<file path="src/rtl/display_scan_controller_if.sv">
// Bundles the display controller's control, load handshake and display-drive signals.
// The master side drives value/control inputs; the slave side is the scan controller.
interface display_scan_controller_if;
  logic        enable;
  logic [15:0] digits_in;
  logic        load;
  logic        load_ack;
  logic        lz_blank;
  logic [3:0]  displays;
  logic [6:0]  segments;
  logic        frame_done;

  modport master (
    output enable, digits_in, load, lz_blank,
    input  load_ack, displays, segments, frame_done
  );

  modport slave (
    input  enable, digits_in, load, lz_blank,
    output load_ack, displays, segments, frame_done
  );
endinterface

</file>
<file path="src/rtl/display_scan_controller.sv">
// Four-digit multiplexed 7-segment scanner with blanking dead time, leading-zero
// suppression and a pending/shadow value pair that only swaps at frame boundaries.
module display_scan_controller #(
  parameter int PRESCALE     = 50000,
  parameter int BLANK_CYCLES = 16
) (
  input  logic                       clk,
  input  logic                       reset,
  display_scan_controller_if.slave   bus
);
  localparam int CW = (PRESCALE > 2) ? $clog2(PRESCALE) : 1;

  typedef enum logic [1:0] {IDLE, BLANK, SHOW} state_t;

  state_t        state_reg;
  logic [CW-1:0] count_reg;
  logic [1:0]    idx_reg;
  logic [15:0]   shadow_reg;
  logic [15:0]   pending_reg;
  logic          pending_valid_reg;
  logic          load_ack_reg;
  logic          frame_done_reg;
  logic [3:0]    displays_reg;
  logic [6:0]    segments_reg;

  logic [3:1]    lead_zero;
  logic [3:0]    suppress;
  logic [3:0]    cur_nibble;
  logic          blank_end;
  logic          slot_end;

  function automatic logic [6:0] seg_decode(input logic [3:0] n);
    case (n)
      4'd0:    seg_decode = 7'h3F;
      4'd1:    seg_decode = 7'h06;
      4'd2:    seg_decode = 7'h5B;
      4'd3:    seg_decode = 7'h4F;
      4'd4:    seg_decode = 7'h66;
      4'd5:    seg_decode = 7'h6D;
      4'd6:    seg_decode = 7'h7D;
      4'd7:    seg_decode = 7'h07;
      4'd8:    seg_decode = 7'h7F;
      4'd9:    seg_decode = 7'h6F;
      default: seg_decode = 7'h40;
    endcase
  endfunction

  // lead_zero[k]: nibbles k..3 of the shadow value are all zero
  assign lead_zero[3] = (shadow_reg[15:12] == 4'd0);
  generate
    for (genvar gi = 1; gi < 3; gi++) begin : g_lead_zero
      assign lead_zero[gi] = lead_zero[gi+1] && (shadow_reg[gi*4 +: 4] == 4'd0);
    end
  endgenerate

  assign suppress   = {lead_zero[3:1], 1'b0} & {4{bus.lz_blank}};
  assign cur_nibble = shadow_reg[{idx_reg, 2'b00} +: 4];
  assign blank_end  = (count_reg == CW'(BLANK_CYCLES - 1));
  assign slot_end   = (count_reg == CW'(PRESCALE - 1));

  always_ff @(posedge clk or posedge reset) begin
    if (reset) begin
      state_reg         <= IDLE;
      count_reg         <= '0;
      idx_reg           <= '0;
      shadow_reg        <= '0;
      pending_reg       <= '0;
      pending_valid_reg <= 1'b0;
      load_ack_reg      <= 1'b0;
      frame_done_reg    <= 1'b0;
      displays_reg      <= '0;
      segments_reg      <= '0;
    end else begin
      load_ack_reg   <= 1'b0;
      frame_done_reg <= 1'b0;
      displays_reg   <= '0;
      segments_reg   <= '0;

      // Capture looks at pending_valid before any transfer on this edge, so a
      // request colliding with a transfer is taken one edge later.
      if (bus.load && !pending_valid_reg) begin
        pending_reg       <= bus.digits_in;
        pending_valid_reg <= 1'b1;
        load_ack_reg      <= 1'b1;
      end

      case (state_reg)
        IDLE: begin
          if (pending_valid_reg) begin
            shadow_reg        <= pending_reg;
            pending_valid_reg <= 1'b0;
          end
          idx_reg   <= '0;
          count_reg <= '0;
          if (bus.enable) state_reg <= BLANK;
        end

        BLANK: begin
          count_reg <= count_reg + CW'(1);
          if (blank_end) begin
            state_reg <= SHOW;
            if (!suppress[idx_reg]) begin
              displays_reg <= 4'b0001 << idx_reg;
              segments_reg <= seg_decode(cur_nibble);
            end
          end
        end

        SHOW: begin
          if (slot_end) begin
            count_reg <= '0;
            if (idx_reg == 2'd3) begin
              frame_done_reg <= 1'b1;
              if (pending_valid_reg) begin
                shadow_reg        <= pending_reg;
                pending_valid_reg <= 1'b0;
              end
              idx_reg   <= '0;
              state_reg <= bus.enable ? BLANK : IDLE;
            end else begin
              idx_reg   <= idx_reg + 2'd1;
              state_reg <= BLANK;
            end
          end else begin
            count_reg <= count_reg + CW'(1);
            if (!suppress[idx_reg]) begin
              displays_reg <= 4'b0001 << idx_reg;
              segments_reg <= seg_decode(cur_nibble);
            end
          end
        end

        default: state_reg <= IDLE;
      endcase
    end
  end

  assign bus.load_ack   = load_ack_reg;
  assign bus.frame_done = frame_done_reg;
  assign bus.displays   = displays_reg;
  assign bus.segments   = segments_reg;
endmodule

</file>
<file path="src/flat_wrapper.sv">
// flat-port wrapper written by rule: the top's interface ports become plain ports
module display_scan_controller_flat 
#(
  parameter int PRESCALE     = 50000,
  parameter int BLANK_CYCLES = 16
)
  (clk, reset, bus_enable, bus_digits_in, bus_load, bus_lz_blank, bus_load_ack, bus_displays, bus_segments, bus_frame_done);
  display_scan_controller_if bus_i ();
  input  logic clk;
  input  logic reset;
  input wire logic [$bits(bus_i.enable)-1:0] bus_enable;
  input wire logic [$bits(bus_i.digits_in)-1:0] bus_digits_in;
  input wire logic [$bits(bus_i.load)-1:0] bus_load;
  input wire logic [$bits(bus_i.lz_blank)-1:0] bus_lz_blank;
  output wire logic [$bits(bus_i.load_ack)-1:0] bus_load_ack;
  output wire logic [$bits(bus_i.displays)-1:0] bus_displays;
  output wire logic [$bits(bus_i.segments)-1:0] bus_segments;
  output wire logic [$bits(bus_i.frame_done)-1:0] bus_frame_done;
  assign bus_i.enable = bus_enable;
  assign bus_i.digits_in = bus_digits_in;
  assign bus_i.load = bus_load;
  assign bus_i.lz_blank = bus_lz_blank;
  assign bus_load_ack = bus_i.load_ack;
  assign bus_displays = bus_i.displays;
  assign bus_segments = bus_i.segments;
  assign bus_frame_done = bus_i.frame_done;
  display_scan_controller #(.PRESCALE(PRESCALE), .BLANK_CYCLES(BLANK_CYCLES)) u_core (.clk(clk), .reset(reset), .bus(bus_i));
endmodule
</file>
<file path="config.mk">
export PLATFORM = sky130hd
export DESIGN_NAME = display_scan_controller_flat
export DESIGN_NICKNAME = d
export VERILOG_FILES = /design/src/rtl/display_scan_controller_if.sv /design/src/rtl/display_scan_controller.sv /design/src/flat_wrapper.sv
export SDC_FILE = /design/constraint.sdc
export NUM_CORES = 1
export LEC_CHECK = 0
export BUFFER_PORTS_ARGS = -buffer_cell sky130_fd_sc_hd__buf_2
export CAP_MARGIN = 5
export CELL_PAD_IN_SITES_DETAIL_PLACEMENT = 1
export CELL_PAD_IN_SITES_GLOBAL_PLACEMENT = 1
export CORE_AREA = 2 2 83 85
export CTS_CLUSTER_SIZE = 10
export DETAILED_ROUTE_END_ITERATION = 8
export DIE_AREA = 0 0 85 87
export HOLD_SLACK_MARGIN = 0.12
export PLACE_DENSITY = 0.87
export SYNTH_ARGS = -nofsm -noshare
export SYNTH_HDL_FRONTEND = slang
export SYNTH_SLANG_ARGS = --single-unit
export TNS_END_PERCENT = 10
</file>
<file path="constraint.sdc">
create_clock -name clk -period 5.1 [get_ports clk]
set_input_delay 0.255 -clock clk [delete_from_list [all_inputs] [get_ports clk]]
set_output_delay 0.255 -clock clk [all_outputs]
set_load 0.01 [all_outputs]
</file>
# After elaboration in Yosys (flattened, before gate mapping)
# Memories as Yosys holds them, arrays and structs flattened.
# Index checks and enable logic that the tools add are counted.
[word_totals]
reg_bits = 66
latchBits = 0
ramBits = 0
rom_bits = 224
inputBits = 21
output_inout_bits = 13
n_memories = 2
[classes]
addsub = 2
multipliers = 0
n_div = 0
n_lt_le_gt_ge = 1
n_eq_ne = 9
shift = 2
muxes = 35
n_bitwise = 1
reduce_logical = 13
[mem_list]
columns = ["name", "words", "word_bits", "read_ports", "rd_clocked_by_memory_dff", "write_ports", "line_no", "rtl"]
rows = [
  ["(name not given)", 16, 7, 1, 0, 0, "display_scan_controller.sv:33", "case (n)"],
  ["(name not given)", 16, 7, 1, 0, 0, "display_scan_controller.sv:33", ""],
]
[ops]
columns = ["op", "n"]
rows = [
  ["$mux W16", 4],
  ["$pmux W16 S3", 1],
  ["$pmux W16 S2", 1],
  ["$mux W7", 4],
  ["$add A16 B1 Y16 const B", 1],
  ["$eq A16 B16 Y1 const B", 1],
  ["$eq A16 B4 Y1 const B", 1],
  ["$shiftx A16 B5 Y4", 1],
  ["$pmux W7 S2", 1],
  ["$logic_not A4 Y1", 3],
  ["$mux W2", 6],
  ["$mux W4", 3],
  ["$mux W1", 10],
  ["$pmux W4 S2", 1],
  ["$ne A2 B1 Y1 const B", 3],
  ["$pmux W2 S3", 1],
  ["$reduce_and A3 Y1", 2],
  ["$and A4 B4 Y4", 1],
  ["$eq A2 B2 Y1 const B", 2],
  ["$pmux W2 S2", 1],
  ["$shl A1 B2 Y4 const A", 1],
  ["$logic_and A1 B1 Y1", 3],
  ["$lt A2 B3 Y1 const B", 1],
  ["$reduce_bool A3 Y1", 1],
  ["9 further kinds", 9],
]

# Longest topological paths before layout
[logic_depth]
ltp_word = 9
depth_mapped = 8
mapped_depth_nobuf = 7

# Least setup slack after synthesis
# No wires, ideal clock.
[synth_path]
path_type = "register -> register"
from = "register u_core.count_reg[7]"
to = "register u_core.shadow_reg[0]"
arrival_ns = 2.095
required_ns = 4.975
setup_slack_ns = 2.880
stages_incl_launch_ff = 7
n_path_buf = 1
period_less_slack_ns = 2.220
path_cell_list = "dfrtp_1 -> or4_4 -> nor4_4 -> a21boi_2 -> nor2_4 -> buf_12 -> mux2_4"
[synth_between]
elab_chain_cells = 3
[synth_rtl]
columns = ["element", "line_no", "rtl"]
rows = [
  ["start, declared", "display_scan_controller.sv:16", "logic [CW-1:0] count_reg;"],
  ["start signal, assigned", "display_scan_controller.sv:99", "count_reg <= count_reg + CW'(1);"],
  ["start signal, assigned", "display_scan_controller.sv:125", "count_reg <= count_reg + CW'(1);"],
  ["$eq A16 B16 Y1", "display_scan_controller.sv:59", "assign slot_end = (count_reg == CW'(PRESCALE - 1));"],
  ["$ne A2 B1 Y1 (no line)", "--", ""],
  ["$reduce_and A3 Y1 (no line)", "--", ""],
  ["end signal, assigned", "display_scan_controller.sv:90", "shadow_reg <= pending_reg;"],
  ["end signal, assigned", "display_scan_controller.sv:115", "shadow_reg <= pending_reg;"],
  ["end, declared", "display_scan_controller.sv:18", "logic [15:0] shadow_reg;"],
]
# Every way passes these cells.
# A chain may end at the register's enable or synchronous reset.

# Final worst setup path
[layout_path]
from = "register u_core.count_reg[7]"
to = "register u_core.shadow_reg[13]"
# Same word-level chain as after synthesis.

==> summary.md <==
| Metric | Value |
|---|---|
| R2r setup slk | 2.49 ns |
| Filler instances | 670 |
| N_diodes | 0 |
| Utilization after layout | 57.33% |
| Worst Hold Path EP | u_core.pending_reg[3] |
| Initial antenna violation count | 0 |
| Syn Inst Count | 269 |
| Ys flop type | dfrtp_1 |
| Post-synth top area share | 51.40% |
| Max Fclk | 383.6 MHz |
| Post-synth EDFFs | 0 |
| CP Max Fanout | 16 |
| Distinct cells, synth | 46 |
| Hold path depth | 2 |
| Footprint of the multi-input gates | 1458 sq um |
| # rows | 30 |
| Die height | 87 um |
| Via Count | 2232 |
| CP Capture Type | register |
| Post-route setup TNS | 0 ns |
| Initial Util | 48.91% |
| Worst slew pin tran | 0.8144 ns |
| Async set-or-reset flop fraction in the synthesized netlist | 100.0% |
| Final setup margin | 2.493 ns |
| Core area | 6569 sq um |
| Cell taking the most area after synthesis | dfrtp_1 |
| Root buf cell | clkbuf_8 |
| Sequential fraction of the synthesis area | 51.40% |
| Final net count | 353 |
| Hold_buf cts | 9 |
| Fin crit share | 51.12% |
| Drt initial violations | 95 |
| Antenna viol nets, final | 0 |
| Leading cell types in the layout, fill and taps excluded | dfrtp_1 (66), buf_2 (33), mux2_2 (23) |
| RD Place Congestion | 0.7742 |
| # setup viols final | 0 |
| Reg2reg path depth | 5 |
| Worst Clk Skew | 0.01083 ns |
| Clock buffer depth | 2 |
| P_leak | 0.001772 uW |
| CP Launch Type | register |
| Yosys warns | 0 |
| Post-Syn Area | 3213 sq um |
| RR Endpoint | u_core.shadow_reg[13] |
| Syn Area/Cell | 11.94 sq um |
| Vias in the first global route | 2377 |
| Rel. slew slack | 45.71% |
| Clk_lat worst skew | 0.36 ns |
| DIE AREA | 7395 sq um |
| Largest net degree at the start of global routing | 67 |
| Critical R2R Launch | u_core.count_reg[7] |
| Reg power frac | 49.9% |
| FF+latch count, synth | 66 |
| CTS tree | built |
| RSZ-0062 raised after global routing | no |
| Outcome | complete, no violations |
| Commonest non-fill, non-tap cell in the layout | dfrtp_1 |
| Max_cap viols | 0 |
| Reg clk slew, reported paths | 0.08 ns |
| Net Sw Power | 244.7 uW |
| Data arrival, critical path | 2.85 ns |
| Combinational share of power | 2.9% |
| Die Wd | 85 um |
| Setup CP Type | register to register |
| Min Clock Period, post-route | 2.607 ns |
| HP Class | input pin to register |
| Post-CTS setup buffers | 0 |
| H-tree level count | 3 |
| Syn Nets | 305 |
| Post-DP HPWL | 4796 um |
| Drt wl/cell | 18.96 um |
| Placed Area | 3450 sq um |
| Clock Power Share | 47.2% |
| Ranking of synthesized cells by area | dfrtp_1 (51%), mux2_2 (8.1%), ha_1 (5.8%), mux2_4 (4.7%), mux4_2 (2.8%) |
| Slew Viols, Final | 0 |
| First-pass GRT wire length | 12580 um |
| Layout Area Growth over Synthesis | 17.21% |
| First-pass DRT Iterations | 4 |
| Int Power | 823.8 uW |
| Layout cells sized above 1 | 30.43% |
| # DRC | 0 |
| Post_cts resized | 0 |
| TritonCTS Sinks | 66 |
| Net switching fraction of the power | 22.90% |
| Min-delay src | bus_digits_in[3] |
| Peak supply drop | 180.7 uV |
| Worst endpoint required time | 5.34 ns |
| Design area | 3766 sq um |
| Register area | 1652 sq um |
| Power per standard cell area | 283.7 nW/um^2 |
| WL final | 7621 um |
| Via-to-Cell Ratio | 5.552 |
| All-layer global routing usage | 22.72% |
| Port Buffers | 33 |
| Final Power | 1069 uW |
| CTS Buf Count | 9 |
| Place WS | 2.540 ns |
| Top-level I/O count | 34 |
| Hold Vio Cnt, Final | 0 |
| Global route overflow | 0 |
[cell usage after synthesis, types with 2 or more instances]
| master | n |
|---|---|
| a21oi_1 | 11 |
| mux2i_1 | 2 |
| nor2_1 | 18 |
| and2_1 | 4 |
| nor4_1 | 8 |
| mux2_4 | 10 |
| and3_1 | 2 |
| o21ai_0 | 13 |
| nand4_1 | 2 |
| nor3_1 | 2 |
| or4_1 | 3 |
| nand3_1 | 5 |
| clkbuf_1 | 5 |
| mux4_2 | 4 |
| nand2_1 | 18 |
| or3_1 | 2 |
| o21a_1 | 2 |
| ha_1 | 15 |
| mux2_2 | 23 |
| xnor2_1 | 4 |
| nand2b_1 | 5 |
| a21boi_0 | 2 |
| dfrtp_1 | 66 |
| xor2_1 | 6 |
| inv_1 | 16 |
[area by class of cell]
| class | count | share of cell area, % |
|---|---|---|
| timing repair buffer | 44 | 7.176 |
| clock buffer | 9 | 3.289 |
| sequential | 66 | 43.85 |
| tap | 80 | 2.658 |
| inverter | 16 | 1.595 |
| clock inverter | 7 | 2.724 |
| multi-input combinational | 180 | 38.70 |
[how the worst max path moves through the flow]
stage	startpoint	end	slack (ns)
6_report	u_core.count_reg[7]	u_core.shadow_reg[13]	2.49
5_1_grt	u_core.count_reg[5]	u_core.shadow_reg[11]	2.41
4_1_cts	u_core.count_reg[7]	u_core.shadow_reg[12]	2.51
3_5_place_dp	u_core.count_reg[7]	u_core.shadow_reg[12]	2.54
3_3_place_gp	u_core.count_reg[7]	u_core.shadow_reg[10]	2.59
2_1_floorplan	u_core.count_reg[7]	u_core.shadow_reg[0]	2.88
[critical path, stage by stage (launching register included)]
cell	delay [ns]
dfrtp_1	0.45
or4_4	0.55
nor4_4	0.42
a21boi_2	0.16
nor2_4	0.51
mux2_2	0.41
[through the flow]
stage	hold slack, ns	std cells
finish	0.1315	402
global placement	0.4860	377
CTS	0.1202	402
floorplan	0.4067	269
global route	0.1296	402
detailed placement	0.4908	377
[kinds of logic (layout without fill, tap and decap cells)]
kind of cell	Yosys count	in the layout	share of synthesized area, %
fa+ha+maj	15	15	5.841
compound gates	35	35	6.464
flops	66	66	51.40
mux	39	39	16.16
buf+inv	23	76	3.232
xor+xnor	10	10	2.726
simple gates	81	81	14.17
[power by group through the flow]
| stage | logic, uW | clock network (uW) | registers [uW] |
|---|---|---|---|
| floorplan | 13.7 | 0 | 542 |
| global placement | 24.3 | 0 | 543 |
| CTS | 31.0 | 511 | 533 |
| finish | 30.7 | 504 | 533 |
| detailed placement | 25.6 | 0 | 544 |
| global route | 34.6 | 537 | 534 |
[layer usage]
metal	GRT usage [%]	vias to the layer above	part of all wire [%]
met4	11.98	0	3.8
li1	-	1040	-
met5	0	-	0
met2	37.64	57	50
met3	4.929	19	3.9
met1	27.94	1116	43
Note: power is estimated with default switching activity, not from simulation.
